**config.mk**
```make
export PLATFORM = sky130hd
export DESIGN_NAME = control_sequencer
export DESIGN_NICKNAME = d
export VERILOG_FILES = /design/src/rtl/control_sequencer.sv
export SDC_FILE = /design/constraint.sdc
export NUM_CORES = 1
export LEC_CHECK = 0
export BUFFER_PORTS_ARGS = -buffer_cell sky130_fd_sc_hd__buf_2
export CAP_MARGIN = 15
export CORE_UTILIZATION = 37
export DETAILED_ROUTE_END_ITERATION = 10
export SYNTH_ARGS = -nofsm -noshare
export SYNTH_HDL_FRONTEND = slang
export SYNTH_SLANG_ARGS = --single-unit
```
**constraint.sdc**
```tcl
create_clock -name clk -period 4.2 [get_ports clk]
set_clock_uncertainty 0.2 [all_clocks]
set_input_delay 0.42 -clock clk [delete_from_list [all_inputs] [get_ports clk]]
set_output_delay 0.42 -clock clk [all_outputs]
set_load 0.02 [all_outputs]
```
**src/rtl/control_sequencer.sv**
```systemverilog
// Instruction control sequencer: fetch, execute, load/store wait and trap FSM.
// Tracks a bounded wait counter, a sticky trap cause and a retired count.
module control_sequencer #(
    parameter int INSTR_W = 32,
    parameter int TIMEOUT = 15,
    parameter int CNT_W   = 16
) (
    input  logic               clk,
    input  logic               resetn,
    input  logic               go,
    input  logic               halt,
    input  logic [INSTR_W-1:0] instruction,
    input  logic               instr_segv,
    input  logic               data_segv,
    input  logic               wait_instr,
    input  logic               wait_data,
    input  logic               ld_req,
    input  logic               st_req,
    input  logic               instr_pc,
    input  logic               invalid_instruction,
    output logic [INSTR_W-1:0] instr_q,
    output logic [2:0]         state,
    output logic               pc_inc,
    output logic               reg_write,
    output logic               ld,
    output logic               st,
    output logic               trap,
    output logic [2:0]         trap_cause,
    output logic [CNT_W-1:0]   retired
);

    typedef enum logic [2:0] {
        S_HALT       = 3'd0,
        S_FETCH      = 3'd1,
        S_DO         = 3'd2,
        S_WAIT_LOAD  = 3'd3,
        S_WAIT_STORE = 3'd4,
        S_TRAP       = 3'd5
    } state_t;

    localparam logic [2:0] C_ISEGV   = 3'd1;
    localparam logic [2:0] C_DSEGV   = 3'd2;
    localparam logic [2:0] C_ILLEGAL = 3'd3;
    localparam logic [2:0] C_TIMEOUT = 3'd4;

    // Wide enough to hold TIMEOUT; wraps harmlessly when the timeout is disabled.
    localparam int WCNT_W = $clog2(TIMEOUT + 2);

    state_t              state_q, state_d;
    logic [INSTR_W-1:0]  instr_word_q, instr_word_d;
    logic [2:0]          cause_q, cause_d;
    logic [CNT_W-1:0]    retired_q, retired_d;
    logic [WCNT_W-1:0]   wait_cnt_q, wait_cnt_d;
    logic                pc_q, pc_d;
    logic                ld_q, ld_d;
    logic                st_q, st_d;
    logic                waiting;
    logic                fetch_done;
    logic                timeout_hit;

    // The current wait cycle is the TIMEOUT-th one spent waiting in this phase.
    assign timeout_hit = (TIMEOUT > 0) && ((int'(wait_cnt_q) + 1) >= TIMEOUT);

    // Next-state, trap cause, decode capture and counter updates.
    always_comb begin
        state_d      = state_q;
        cause_d      = cause_q;
        instr_word_d = instr_word_q;
        retired_d    = retired_q;
        pc_d         = pc_q;
        ld_d         = ld_q;
        st_d         = st_q;
        waiting      = 1'b0;
        fetch_done   = 1'b0;
        wait_cnt_d   = wait_cnt_q;

        unique case (state_q)
            S_HALT: begin
                if (go && !halt) state_d = S_FETCH;
            end
            S_FETCH: begin
                if (halt) begin
                    state_d = S_HALT;
                end else if (instr_segv) begin
                    state_d = S_TRAP;
                    cause_d = C_ISEGV;
                end else if (wait_instr) begin
                    waiting = 1'b1;
                    if (timeout_hit) begin
                        state_d = S_TRAP;
                        cause_d = C_TIMEOUT;
                    end
                end else begin
                    fetch_done = 1'b1;
                    if (invalid_instruction || (ld_req && st_req)) begin
                        state_d = S_TRAP;
                        cause_d = C_ILLEGAL;
                    end else if (ld_req) begin
                        state_d = S_WAIT_LOAD;
                    end else if (st_req) begin
                        state_d = S_WAIT_STORE;
                    end else begin
                        state_d = S_DO;
                    end
                end
            end
            S_WAIT_LOAD, S_WAIT_STORE: begin
                if (data_segv) begin
                    state_d = S_TRAP;
                    cause_d = C_DSEGV;
                end else if (wait_data) begin
                    waiting = 1'b1;
                    if (timeout_hit) begin
                        state_d = S_TRAP;
                        cause_d = C_TIMEOUT;
                    end
                end else begin
                    state_d = S_DO;
                end
            end
            S_DO: begin
                state_d   = halt ? S_HALT : S_FETCH;
                retired_d = retired_q + CNT_W'(1);
            end
            S_TRAP: begin
                if (go) state_d = S_HALT;
            end
            default: state_d = S_HALT;
        endcase

        if (state_q == S_FETCH && !wait_instr && !instr_segv) begin
            instr_word_d = instruction;
        end

        if (fetch_done) begin
            pc_d = instr_pc;
            ld_d = ld_req;
            st_d = st_req;
        end

        if (state_d != state_q) begin
            wait_cnt_d = '0;
        end else if (waiting) begin
            wait_cnt_d = wait_cnt_q + WCNT_W'(1);
        end
    end

    // State and datapath registers with synchronous active-low reset.
    always_ff @(posedge clk) begin
        if (!resetn) begin
            state_q      <= S_HALT;
            instr_word_q <= '0;
            cause_q      <= '0;
            retired_q    <= '0;
            wait_cnt_q   <= '0;
            pc_q         <= 1'b0;
            ld_q         <= 1'b0;
            st_q         <= 1'b0;
        end else begin
            state_q      <= state_d;
            instr_word_q <= instr_word_d;
            cause_q      <= cause_d;
            retired_q    <= retired_d;
            wait_cnt_q   <= wait_cnt_d;
            pc_q         <= pc_d;
            ld_q         <= ld_d;
            st_q         <= st_d;
        end
    end

    // Strobes decode from state and are forced low while reset is asserted.
    assign state      = state_q;
    assign instr_q    = instr_word_q;
    assign trap_cause = cause_q;
    assign retired    = retired_q;
    assign reg_write  = resetn && (state_q == S_DO);
    assign pc_inc     = resetn && (state_q == S_DO) && pc_q;
    assign ld         = resetn && (state_q == S_WAIT_LOAD);
    assign st         = resetn && (state_q == S_WAIT_STORE);
    assign trap       = resetn && (state_q == S_TRAP);

endmodule

```
; After elaboration in Yosys (flattened, before gate mapping)
; Cells that the tools add are included.
[word_totals]
regBits = 60
output_inout_bits = 59
elab_cells = 69
[classes]
n_addsub = 3
n_lt_le_gt_ge = 1
n_eq_ne = 9
mux = 31
bitwise_logic = 1
n_reduce_logical = 18
[ops]
columns = op, n
row1 = two-way mux 3 bit, 18
row2 = adder 16 x 1 -> 16 bit (second input constant), 1
row3 = case mux 3 bit (5 select lines), 1
row4 = two-way mux 1 bit, 10
row5 = logical AND 1 bit, 9
row6 = adder 5 x 1 -> 6 bit (second input constant), 1
row7 = == test 3 x 2 -> 1 bit (second input constant), 2
row8 = == test 3 bit (second input constant), 2
row9 = >= comparator 6 x 4 -> 1 bit (second input constant), 1
row10 = case mux 3 bit (2 select lines), 1
row11 = adder 5 x 1 -> 5 bit (second input constant), 1
row12 = != test 4 bit (second input constant), 1
row13 = AND reduction 4 bit, 1
row14 = OR reduction 2 bit, 2
row15 = == test 3 x 1 -> 1 bit (second input constant), 1
row16 = zero test 1 bit, 3
row17 = zero test 3 bit, 1
row18 = != test 3 bit, 1
row19 = != test 3 bit (second input constant), 1
row20 = != test 2 bit (second input constant), 1
row21 = case mux 1 bit (2 select lines), 1
row22 = nonzero test 2 bit, 1
row23 = logical OR 1 bit, 1
row24 = inverter 1 bit, 1

; Logic depth before layout (Yosys ltp)
[logic_depth]
word_depth = 9
mapped_depth = 6
ltp_nobuf = 6

; Worst setup path after synthesis
; No wires, ideal clock.
[synth_timing]
kind = register -> register
start = register state_q[2] (netlist: state[2])
end = register wait_cnt_q[0]
setup_ns = 0.124
arrival_time_ns = 1.763
required_ns = 3.876
slack_ns = 2.113
stages_incl_launch_ff = 7
path_buffers = 1
cell_sequence = dfxtp_1 -> buf_4 -> or3b_2 -> a21oi_1 -> nor2_1 -> o211ai_4 -> nor3_2
[synth_between]
elab_chain_cells = 7
word_cells_on_any_way = 19
[synth_rtl]
columns = item, line
row1 = from (decl), 49  ; state_t state_q, state_d;
row2 = from (signal assigned), 160  ; state_q <= state_d;
row3 = two-way mux 3 bit, "89, 113"
row4 = two-way mux 3 bit, 87  ; end else if (wait_instr) begin
row5 = two-way mux 3 bit, 84  ; end else if (instr_segv) begin
row6 = two-way mux 3 bit, 82  ; if (halt) begin
row7 = case mux 3 bit (5 select lines), 77  ; unique case (state_q)
row8 = != test 3 bit, 141  ; if (state_d != state_q) begin
row9 = OR reduction 2 bit (no source line), --
row10 = to (signal assigned), 164  ; wait_cnt_q <= wait_cnt_d;
row11 = to (decl), 53  ; logic [WCNT_W-1:0] wait_cnt_q, wait_cnt_d;
; Several ways; a longest one is shown, not always the timed one.
; A chain may end at the register's enable or synchronous reset.

; Worst setup path after layout
[layout_timing]
start = register state_q[1] (netlist: state[1])
end = output port pc_inc
[layout_between]
elab_chain_cells = 3
[layout_rtl]
columns = item, line
row1 = == test 3 x 2 -> 1 bit, 177  ; assign pc_inc = resetn && (state_q == S_DO) && pc_q;
row2 = logical AND 1 bit (2 in a row), 177
row3 = to (decl), 23  ; output logic pc_inc,
; No other way between the ends.

==> metrics <==
H-tree depth=3; aggregate routed wire length=7.08 mm; Fillers=770; CTS Hold Buffers Added=0; Vias=2713; die area=0.00834 mm^2; unrepaired setup endpoints after global routing=no; min Tclk post-route=2.49 ns; Worst Setup Start Kind=flop; Clock Root Buffer=clkbuf_8; Final GP Congestion=roughly 0.85; library cells used by synthesis=58; IO Pins=~100; FF+latch count, synth=60; PD cells=312 mW/mm^2; PortBufs=between 100 and 150; Worst Path Arrival=1.87 ns; total power=roughly 1.2 mW; post-route worst setup slack=1.71 ns; syn nets=around 390; Antenna diodes=0; Initial Utilization=38.2%; vias per cell=4.96; Async S/R FF share, synth=0%; Reg area=0.00120 mm^2; number of CTS-inserted buffers=9; Yosys top cell area share=40.7%; num rows=32; slew at the pin with the worst max-slew slack=0.903 ns; Layout Utilization=48.2%; Static Leak=roughly 1.6 nW; Detail Placement HPWL=4.92 mm; status=completed; clock transition at the registers of the reported paths=0.06 ns; Synth area leaders=dfxtp_1 41%, nand2_1 9.9%, a21boi_0 7.6%; CP Max Fanout=16; Sink Count=60; critical path cell sequence=nor3b_4 > and3_1 > buf_2; Setup crit end kind=primary output; max_slew headroom=39.8%; largest net degree at the start of global routing=61; layout cells sized above 1=30.1%; Final Max Slew Viols=0; total track usage=17.5%; DRT Pass-1 Iters=4; ys flop type=dfxtp_1; Net count, final=489; first-pass GRT wire length=11.7 mm; Critical-path top delay cell=dfxtp_1; most frequent cells in the layout=102 x buf_2, 78 x nand2_1, 60 x dfxtp_1; reg-to-reg slack, setup=~1.8 ns; synth warn=0; P&R area growth vs syn=26.2%; post-CTS sizing=0; DR iter-0 viols=roughly 80; most common cell after layout, fill and taps aside=buf_2; leading area contributor after synthesis=dfxtp_1; Die Wd=91.3 um; Gate Count Post-Synth=345; initial antenna violation count=0; postcts setup bufs=0; Placed Cells=532; setup tns final=0 ns; GR Overflow Total=0; vias in the first global route=2519; Max Fclk=401 MHz; period utilization=between 50% and 60%; maximum clock path buffer count=2; Max Cap Viol=0; EDFF count, synth=0; fin cells=547; Hold WC Path Type=in2reg; syn_area_per_cell=8.56 um^2; Netlist Area Pre-Place=a little under 0.003 mm^2; endpoints failing hold=0; Setup CP Type=reg2out; post-DR wirelength/cell=12.9 um; maximum vdd drop=0.170 mV; Required @ worst endpoint=roughly 3.6 ns; TritonCTS clock tree=done; Crit path largest cell delay=0.69 ns; post-place setup slack=1.36 ns; area of the multi-input gates=0.00166 mm^2; Routed Antenna Nets=0; Seq/Total Area, Yosys=between 40% and 50%; DRC viols=0; Die H=91.3 um; final setup fails=0; clk_lat worst skew=roughly 0.33 ns; total core area=0.00773 mm^2
synthesized netlist by cell type (3+ instances only):
library cell  number
a2bb2oi_1          3
and3_1             4
nand3_1            7
clkbuf_1          11
nand4_1            3
a21oi_1            9
dfxtp_1           60
o2111ai_1          3
nand2b_1           5
nor3_2             5
a21boi_1           7
or3_1              5
o21ai_0           10
a21boi_0          30
nor2b_1            3
buf_2              5
nor3_1             6
ha_1               3
nor2_1            11
mux2i_1            4
xnor2_1            6
and2_1            13
nand2_1           78
inv_1              6
xor2_1             8
where the power goes:
group	switching [mW]	internal [mW]	total (mW)
Combinational	0.0557	0.0445	0.100
Clock	0.211	0.266	0.477
Sequential	0.00865	0.577	0.585
Total	0.275	0.887	1.16
layer usage:
metal	track usage, %	vias up	routed length, um
li1	-	1399	-
met1	23.3	1220	3410
met2	25.8	83	3020
met3	6.03	11	546
met4	7.01	0	113
met5	0	-	0
flip-flops by register name, summed over array words and instances (netlist names):
name        count
retired        16
state           3
wait_cnt_q      5
trap_cause      3
instr_q        32
pc_q            1
worst paths after layout:
| check | start | end | depth (start not counted) |
|---|---|---|---|
| max reg2reg | state[2] | wait_cnt_q[2] | 5 |
| min | instruction[30] | instr_q[30] | 3 |
| max | state[1] | pc_inc | 3 |
| min reg2reg | instr_q[12] | instr_q[12] | 2 |
final cells by class:
| cell class | instances | area share [%] |
|---|---|---|
| Clock buffer | 11 | 3.53 |
| Clock inverter | 3 | 1.07 |
| Inverter | 6 | 0.604 |
| Multi-Input combinational cell | 261 | 44.5 |
| Sequential cell | 60 | 32.2 |
| Tap cell | 102 | 3.43 |
| Timing Repair Buffer | 104 | 14.6 |
worst max-delay path, delay by kind of cell, from the launching register on:
| family | cells | cell delay (ns) |
|---|---|---|
| and+or+nand+nor | 2 | 0.69 |
| buffers and inverters | 1 | 0.16 |
| DFF | 1 | 0.69 |
kinds of logic after synthesis:
family | synth area share (%)
AND/OR/NAND/NOR | 28.3
AO/OA/AOI/OAI | 20.9
flip-flops | 40.7
buffers and inverters | 3.39
XOR/XNOR | 4.15
multiplexers | 1.36
adder cells (fa/ha/maj) | 1.27
stage by stage:
stage	hold WS, ns	area, um^2
detailed placement	0.250	3530
finish	0.128	3730
global route	0.124	3730
global placement	0.237	3530
CTS	0.109	3700
floorplan	0.277	2950
Note: power is estimated with default switching activity, not from simulation.
